`config.mk`:
```
export PLATFORM = sky130hd
export DESIGN_NAME = if_stage
export DESIGN_NICKNAME = d
export VERILOG_FILES = /design/src/rtl/if_stage.sv
export SDC_FILE = /design/constraint.sdc
export NUM_CORES = 1
export LEC_CHECK = 0
export BUFFER_PORTS_ARGS = -buffer_cell sky130_fd_sc_hd__buf_4
export CAP_MARGIN = 20
export CORE_UTILIZATION = 49
export DETAILED_ROUTE_END_ITERATION = 16
export PLACE_DENSITY = 0.88
export REMOVE_ABC_BUFFERS = 1
export SLEW_MARGIN = 20
export SYNTH_ARGS = -nofsm -noshare
export SYNTH_HDL_FRONTEND = slang
export SYNTH_SLANG_ARGS = --single-unit
```
`constraint.sdc`:
```
create_clock -name clk -period 3.01 [get_ports clk]
set_input_delay 0.7525 -clock clk [delete_from_list [all_inputs] [get_ports clk]]
set_output_delay 0.7525 -clock clk [all_outputs]
set_load 0.005 [all_outputs]
```
`src/rtl/if_stage.sv`:
```
//==============================================================================
// Module      : if_stage
// Description : Instruction-fetch stage with PC, IF/ID pipeline register and
//               a saturating frozen-cycle counter.
// Revision    : 1.0 - initial release
//==============================================================================
`default_nettype none

module if_stage #(
  parameter logic [31:0] RESET_PC = 32'h0000_0000,
  parameter int          CNT_W    = 16
) (
  input  logic             clk,
  input  logic             rst,
  input  logic             freeze,
  input  logic             branch_taken,
  input  logic [31:0]      branch_addr,
  output logic [31:0]      imem_addr,
  input  logic [31:0]      imem_rdata,
  output logic [31:0]      if_id_pc,
  output logic [31:0]      if_id_instr,
  output logic             if_id_valid,
  output logic [CNT_W-1:0] stall_cnt
);

  localparam logic [31:0] c_PC_STEP = 32'd4;

  logic [31:0]      r_pc;
  logic [31:0]      r_if_id_pc;
  logic [31:0]      r_if_id_instr;
  logic             r_if_id_valid;
  logic [CNT_W-1:0] r_stall_cnt;

  logic [31:0]      w_pc_plus4;
  logic [31:0]      w_branch_target;
  logic             w_cnt_sat;

  logic [31:0]      w_pc_nxt;
  logic [31:0]      w_if_id_pc_nxt;
  logic [31:0]      w_if_id_instr_nxt;
  logic             w_if_id_valid_nxt;
  logic [CNT_W-1:0] w_stall_cnt_nxt;

  assign w_pc_plus4      = r_pc + c_PC_STEP;
  assign w_branch_target = branch_addr & 32'hFFFF_FFFC;
  assign w_cnt_sat       = &r_stall_cnt;

  // Branch outranks freeze: the stalled instruction is squashed, so the
  // cycle is not counted as a stall.
  always_comb begin
    w_pc_nxt          = r_pc;
    w_if_id_pc_nxt    = r_if_id_pc;
    w_if_id_instr_nxt = r_if_id_instr;
    w_if_id_valid_nxt = r_if_id_valid;
    w_stall_cnt_nxt   = r_stall_cnt;
    if (branch_taken) begin
      w_pc_nxt          = w_branch_target;
      w_if_id_pc_nxt    = 32'h0;
      w_if_id_instr_nxt = 32'h0;
      w_if_id_valid_nxt = 1'b0;
    end else if (freeze) begin
      if (!w_cnt_sat) begin
        w_stall_cnt_nxt = r_stall_cnt + 1'b1;
      end
    end else begin
      w_pc_nxt          = w_pc_plus4;
      w_if_id_pc_nxt    = w_pc_plus4;
      w_if_id_instr_nxt = imem_rdata;
      w_if_id_valid_nxt = 1'b1;
    end
  end

  always_ff @(posedge clk) begin
    if (rst) begin
      r_pc          <= RESET_PC;
      r_if_id_pc    <= 32'h0;
      r_if_id_instr <= 32'h0;
      r_if_id_valid <= 1'b0;
      r_stall_cnt   <= '0;
    end else begin
      r_pc          <= w_pc_nxt;
      r_if_id_pc    <= w_if_id_pc_nxt;
      r_if_id_instr <= w_if_id_instr_nxt;
      r_if_id_valid <= w_if_id_valid_nxt;
      r_stall_cnt   <= w_stall_cnt_nxt;
    end
  end

  assign imem_addr   = r_pc;
  assign if_id_pc    = r_if_id_pc;
  assign if_id_instr = r_if_id_instr;
  assign if_id_valid = r_if_id_valid;
  assign stall_cnt   = r_stall_cnt;

endmodule

`default_nettype wire

```
==> results summary, run 1 <==
The number of vias in the routed layout came out at 4574. Yosys printed 0 warnings. The post-synthesis async set-or-reset flop share is 0. The setup slack after layout came out at 0.682 ns. On the worst path, the slowest cell contributes a delay of 0.57 ns. The worst hold slack across all endpoints is approximately 0.46 ns. The synthesized design contains about 110 register bits. The core region is 9330 sq um. The worst clock skew came out at 0.0163 ns. Once detail routing completed, the nets flagged for antenna violations numbered 0. Traced cell by cell, the critical path runs through ha_1 > nand3_1 > nor4_1 > nand4_1 > or3_1 > a311oi_1. The number of max-slew violations in the final report is 0. The highest clock frequency the design can meet is 429 MHz. The number of detailed-route iterations in the first pass is 4. The total of max-cap violations came out at 0. The routability congestion estimate is 0.832. The power density normalized to cell area came out at about 430 nW/um^2.

The number of port buffers is 174. The count of endpoints failing hold in the final timing report is 0. The final core area utilization is 0.679. The number of antenna violations at the first check in global routing came out at 0. The routed wirelength normalized by instance count is around 16 um. In this run the core area contains 35 standard-cell rows.

Along the worst path, the maximum fanout reaches 7. Of the post-synthesis cell area, the dominant cell type holds 0.458. The final cycle utilization of the critical path is 0.774. After clock tree synthesis, the repair step resized 0 gates. The count of mapped cells out of synthesis is 535.

The cell area after layout is between 6000 and 7000 sq um. The filler cell count in the final layout came out at 760. TritonCTS built the clock tree. In the final layout, the share of cells above drive strength 1 is 0.301. The slowest stage of the critical path belongs to the cell sky130_fd_sc_hd__nor4_1. Summed over all instances, the cell type with the most area after synthesis is sky130_fd_sc_hd__dfxtp_1. In this design, the largest share of critical-path delay is due to simple AND/OR/NAND/NOR gates. The total setup buffers inserted after CTS is 0. The count of antenna diodes in the layout came out at 0. The mean post-synth cell area came out at 8.90 sq um. The remaining global-route overflow came out at 0. Measured against its own limit, the worst slew margin works out to 0.615.

The number of buffers and inverters on the critical path is 0. The path type of the worst setup path is reg2reg. The number of synthesized flops with an enable pin came out at 0.

The overall fraction of global-route tracks in use came out at 0.260. The pin count of the biggest net entering global routing came out at 50. The maximum number of buffers from clock root to sink is 2.

The total placed instance area came out at 6150 sq um. The total length of routed wires is 13200 um. The post-synthesis sequential area ratio came out at 0.458. The clock tree root driver cell is sky130_fd_sc_hd__clkbuf_8. The path category of the worst min-delay check is reg2reg. The DRC violations left is 0.

The via count of the first global-routing pass came out at 4147. The count of unique library cells instantiated by Yosys is between 40 and 50. The cell area after synthesis came out at 4760 sq um.

STA classifies the critical path endpoint as a flop. The run finished with clean final reports. The required arrival time at the worst endpoint came out at ~3.3 ns. The peak supply drop is 0.000228 V. The analysis attributes to cell leakage a power of 0.00265 uW.

The chip width is 101 um. The leading register cell type out of synthesis is sky130_fd_sc_hd__dfxtp_1. The worst-case setup slack after placement came out at 0.681 ns. The slew at the pin closest to its max-slew limit is 0.572 ns. The I/O pin count is approximately 180. The area growth from synthesis to layout is 33.0%. The die covers ~10000 sq um.

The count of clock tree sinks is 109. The final setup violation count came out at 0. By area the synthesized netlist is led by sky130_fd_sc_hd__dfxtp_1, sky130_fd_sc_hd__a22o_1, sky130_fd_sc_hd__xnor2_1, sky130_fd_sc_hd__nand2_1, sky130_fd_sc_hd__xor2_1. The starting density of the core is 0.511. Clock-pin slew was measured on the worst setup and hold paths at between 0.1 and 0.15 ns. The HPWL reported at the end of detailed placement came out at 9370 um. Dividing the detail-routed via count by the number of cells gives 5.53. The depth of the CTS H-tree is 3. The initial detailed-routing violation count came out at ~200. The number of buffers created by CTS came out at 9.

The number of nets in the layout is 763. The clock latency of the later-clocked register in the worst-skew pair came out at 0.38 ns. The arrival time reported for the critical path endpoint is 2.62 ns.

Setup repair after global routing left no endpoint under its margin. STA classifies the critical path startpoint as a flop. The die height is 101 um. The minimum clock period is between 2 and 2.5 ns.

The first global-routing pass estimated between 20000 and 25000 um of wire. For this design, the CTS-stage hold fixing added 0 buffers.
## routing by layer
layer  up-vias  global-route usage  wire (um)
met4         0               0.100        295
met2       188               0.427       6290
met1      2151               0.323       5460
met5         -                   0          0
met3        29              0.0728       1120
li1       2206                   -          -
## area by class of cell
class,count,area [sq um],share of cell area
clock buffers,10,128,0.0201
clock inverters,6,55.1,0.00869
inverters,4,15.0,0.00237
multi-input cells,383,2400,0.379
flip-flops and latches,109,2180,0.344
well taps,129,161,0.0255
repair buffers,186,1400,0.220
## metrics by stage
stage                     TNS [ns]  total power (uW)  std cells
after floorplan             -90.89              1690        496
after global routing             0              2830        827
final                            0              2720        827
after detailed placement         0              1910        811
after CTS                        0              2740        827
after global placement           0              1890        811
## worst min-delay path: cells and delay by family, from the launching register on
| kind | cells | cell delay (ns) |
|---|---|---|
| flops | 1 | 0.32 |
| simple gates | 2 | 0.10 |
## worst paths after layout
path	from	cells after the start	slack, ns	endpoint
worst min register to register	if_id_pc[30]	2	0.46	if_id_pc[30]
worst max register to register	imem_addr[2]	6	0.68	imem_addr[20]
worst min-delay path	if_id_pc[30]	2	0.46	if_id_pc[30]
worst max-delay path	imem_addr[2]	6	0.68	imem_addr[20]
## synth_stat cells (all sizes together), types with 3 or more instances
| cell type | n |
|---|---|
| a211oi | 20 |
| a21oi | 20 |
| a22o | 33 |
| and3 | 17 |
| and4 | 3 |
| buf | 13 |
| clkbuf | 29 |
| dfxtp | 109 |
| inv | 4 |
| mux2i | 3 |
| nand2 | 64 |
| nand3 | 20 |
| nand3b | 5 |
| nand4 | 10 |
| nor2 | 42 |
| nor2b | 3 |
| nor3 | 12 |
| nor4 | 13 |
| o21ai | 32 |
| o22ai | 3 |
| or3 | 5 |
| xnor2 | 30 |
| xor2 | 27 |
## power by group
group	total, uW	switching [uW]	internal [uW]
clock network	846	528	318
registers	1550	60.7	1490
logic	321	141	180
total	2720	730	1990
## sequential cells by signal (all words and copies together) (netlist names)
| name | cells |
|---|---|
| imem_addr | 30 |
| if_id_instr | 32 |
| if_id_valid | 1 |
| stall_cnt | 16 |
| if_id_pc | 30 |
## layout by cell type, fill, tap and decap left out, types with 2 or more instances in the layout
master                         n
sky130_fd_sc_hd__xor2_1       27
sky130_fd_sc_hd__nor2b_1       3
sky130_fd_sc_hd__nor4_4        2
sky130_fd_sc_hd__conb_1        4
sky130_fd_sc_hd__and4_1        3
sky130_fd_sc_hd__clkinvlp_4    2
sky130_fd_sc_hd__inv_1         4
sky130_fd_sc_hd__a211oi_1     19
sky130_fd_sc_hd__a21oi_1      20
sky130_fd_sc_hd__nand3b_1      5
sky130_fd_sc_hd__and3_1       17
sky130_fd_sc_hd__o21ai_0      32
sky130_fd_sc_hd__nand2_1      64
sky130_fd_sc_hd__o22ai_1       3
sky130_fd_sc_hd__mux2i_1       3
sky130_fd_sc_hd__buf_4       186
sky130_fd_sc_hd__or3_1         5
sky130_fd_sc_hd__nand4b_1      2
sky130_fd_sc_hd__xnor2_1      30
sky130_fd_sc_hd__ha_1          2
sky130_fd_sc_hd__nor4_1       10
sky130_fd_sc_hd__nand3_1      19
sky130_fd_sc_hd__nand4_1      10
sky130_fd_sc_hd__dfxtp_1     109
sky130_fd_sc_hd__inv_8         2
sky130_fd_sc_hd__nor3_1       11
sky130_fd_sc_hd__clkbuf_8      9
sky130_fd_sc_hd__and2_1        2
sky130_fd_sc_hd__a22o_1       33
sky130_fd_sc_hd__nor2_1       42
## cell families (layout without fill, tap and decap cells)
logic type      count (synthesis)  count (layout)  synth area share
fa+ha+maj                       2               2           0.00525
compound gates                114             114             0.162
flops                         109             109             0.458
simple gates                  203             203             0.220
mux                             3               3           0.00630
other cells                     1               4          0.000787
xor+xnor                       57              57             0.105
buf+inv                        46             206            0.0428
Note: power is estimated with default switching activity, not from simulation.
==> run 2, diff against run 1 <==
CORE_UTILIZATION = 44   (was 49)
PLACE_DENSITY = 0.84   (was 0.88)
clock period = 1.9 ns   (was 3.01 ns; I/O delays follow)
==> run 2 against run 1 <==
  * Clock-buffer cell count grew 2
  * Critical path depth shrank 1
  * Global-route usage shrank 0.38 points
  * Die area grew 11%
  * Sequential share of layout area shrank 2.4 points
  * Utilization shrank 2.2 points
  * Hold slack lost 0.15 ns
  * Register-to-register slack lost 0.65 ns
  * Maximum frequency grew 25%
  * Critical endpoint is now imem_addr[22]
  * Highest routed layer unchanged
==> results summary, run 2 (same netlist as run 1, synthesis figures left out) <==
The vias per cell was 5.47 (-1.2%). The number of detailed-route iterations in the first pass came out at 6 (+2). The number of hold buffers added after cts came to 0 (unchanged). The peak supply drop came out at 0.000403 V (+76%). The worst setup path is launched from a flop. The number of buffers created by CTS came out at 9 (unchanged).

The depth of the CTS H-tree came out at 3 (unchanged). The worst reg-to-reg setup slack is 0.03 ns (-0.65 ns). The worst setup path is of the reg2reg kind.

The fraction of layout instances using a drive strength above 1 is 0.371 (+0.0699). The starting density of the core is 0.457 (-0.0534). The routability congestion estimate came out at 0.864 (+3.9%). The placed instance count is 857 (+5.7%). The routed metal-1 wire length came out at 5910 um (+8.1%). The startpoint identified for the worst register-to-register timing path is imem_addr[17]. The area of all sequential standard cells is 2190 sq um (+0.46%). The worst clock skew came out at 0.0110 ns (-0.00536 ns). The amount of wire on met2 after detailed routing is 7260 um (+15%). The pin count of the biggest net entering global routing is 63 (+26%).

The met3 wirelength from detailed routing came out at 1060 um (-5.7%). The minimum clock period is 1.87 ns (-0.463 ns). The setup slack after layout was 0.0347 ns (-0.647 ns). The count of clock tree sinks came out at 109 (unchanged).

The area growth from synthesis to layout is 43.6%. The via count of the first global-routing pass is 4541 (+9.5%). The HPWL reported at the end of detailed placement is 10400 um (+11%).

The number of max-slew violations in the final report came to 0 (unchanged). The initial detailed-routing violation count is 351 (+77%). The total length of routed wires is 14500 um (+10%). The filler cell count in the final layout came to 850 (+12%). The final setup violation count came out at 0 (unchanged).

The clock-pin slew on the worst setup and hold paths came out at 0.10 ns (about the same). The area used by multi-input combinational logic is 2530 sq um (+5.5%). The area enclosed by the die boundary came out at 11200 sq um (+11%). The top fanout value on the critical path came out at 6 (-1). The count of cells along the worst hold path came out at 2 (unchanged). The I/O pin count came to 181 (unchanged).

The arrival time reported for the critical path endpoint is 2.16 ns (-0.46 ns). The final cell count without fillers is 875 (+5.8%). The area of the core region was 10400 sq um (+12%). The worst hold slack across all endpoints is 0.311 ns (-0.145 ns). The required arrival time at the worst endpoint is 2.20 ns (-1.10 ns). In this run the critical register-to-register path is captured at imem_addr[22]. The number of nets in the layout came out at 805 (+5.5%). The cell sitting at the root of the clock tree is a sky130_fd_sc_hd__clkbuf_8. The total placed instance area came out at 6490 sq um (+5.5%). TritonCTS built the clock tree. The count of antenna diodes in the layout was 0 (unchanged). The worst-case setup slack after placement is -0.0389 ns (-0.720 ns).

The leakage power of the design is 0.00292 uW (+9.9%). The count of endpoints failing hold in the final timing report came to 0 (unchanged). The die height is 106 um (+5.4%). The DRC violations left came to 0 (unchanged). The clock latency of the later-clocked register in the worst-skew pair is 0.38 ns (about the same). The worst-case reg-to-reg path depth came to 5 (-1).

The maximum number of buffers from clock root to sink was 2 (unchanged). Setup repair after global routing could not meet its margin everywhere. The routed wirelength normalized by instance count came out at 16.6 um (+4.2%).

The overall fraction of global-route tracks in use is 0.256 (-0.00381). The chip width is 106 um (+5.4%). The total of max-cap violations came out at 0 (unchanged). The wire length of the first global-routing pass came to 22500 um (+9.4%).

The flip-flop count of the largest register after layout is 32 (unchanged). In this run the most critical hold path is launched from imem_rdata[12]. The cell row count came out at 37 (+5.7%). In the layout the commonest cells are sky130_fd_sc_hd__buf_4, sky130_fd_sc_hd__dfxtp_1, sky130_fd_sc_hd__nand2_1. The highest clock frequency the design can meet is 536 MHz (+25%). The final cycle utilization of the critical path is 0.982 (+0.208). The number of antenna violations at the first check in global routing came out at 0 (unchanged). Signal routing reaches up to met4. The worst setup path is captured at a flop. The path category of the worst min-delay check is in2reg. The number of vias in the routed layout came out at 4783 (+4.6%). The library cell used most frequently in the layout, excluding fill and tap cells, is sky130_fd_sc_hd__buf_4.

The remaining global-route overflow is 0 (unchanged). The number of port buffers came out at 174 (unchanged). The remaining number of nets flagged by the antenna check after routing came out at 0 (unchanged). The cell area after layout came out at 6840 sq um (+8.0%).

The accumulated negative setup slack was 0 ns (unchanged). The flow ran to the end, and the final reports show no timing, DRC or antenna violations. The power density normalized to cell area came to 651 nW/um^2 (+52%). For hold timing, the worst endpoint is if_id_instr[12].
## run 2: how the worst max path moves through the flow
stage,start,end,slack (ns)
global placement,imem_addr[2],if_id_pc[27],0.02
floorplan,branch_taken,if_id_pc[24],-2.43
finish,imem_addr[17],imem_addr[22],0.03
detailed placement,imem_addr[13],imem_addr[31],-0.04
CTS,imem_addr[13],imem_addr[30],0.001
global route,imem_addr[2],imem_addr[20],-0.11
## run 2: per-stage QoR
step | util | power (uW)
2_1_floorplan | - | 2680
3_3_place_gp | 0.623 | 3070
3_5_place_dp | 0.623 | 3090
4_1_cts | 0.646 | 4480
5_1_grt | 0.657 | 4650
6_report | 0.657 | 4450
## run 2: power by group
group | switching [uW] | internal [uW]
logic | 281 | 336
clock network | 758 | 643
registers | 68.6 | 2370
total | 1110 | 3350
## run 2: layout make-up
type,count,area share
inverter,4,0.00219
sequential,109,0.320
clock buffer,12,0.0212
multi-input combinational,384,0.370
clock inverter,3,0.00677
tap,136,0.0249
timing repair buffer,227,0.255
## run 2: critical path: stages (launching register included)
cell                       delay [ns]
sky130_fd_sc_hd__dfxtp_1         0.36
sky130_fd_sc_hd__nand3_2         0.14
sky130_fd_sc_hd__or4_4           0.66
sky130_fd_sc_hd__nor3_1          0.28
sky130_fd_sc_hd__xnor2_1         0.11
sky130_fd_sc_hd__a211oi_1        0.23
## run 2: per-layer routing
metal  vias up  GRT usage
li1       2279          -
met1      2255      0.301
met2       225      0.436
met3        24     0.0619
met4         0      0.124
met5         -          0
## run 2: repair_timing
item	in CTS	in global routing
pin swaps	1	9
setup buffers	0	2
endpoints found under the setup margin	6	19
resized for setup	5	27
gates cloned	1	0
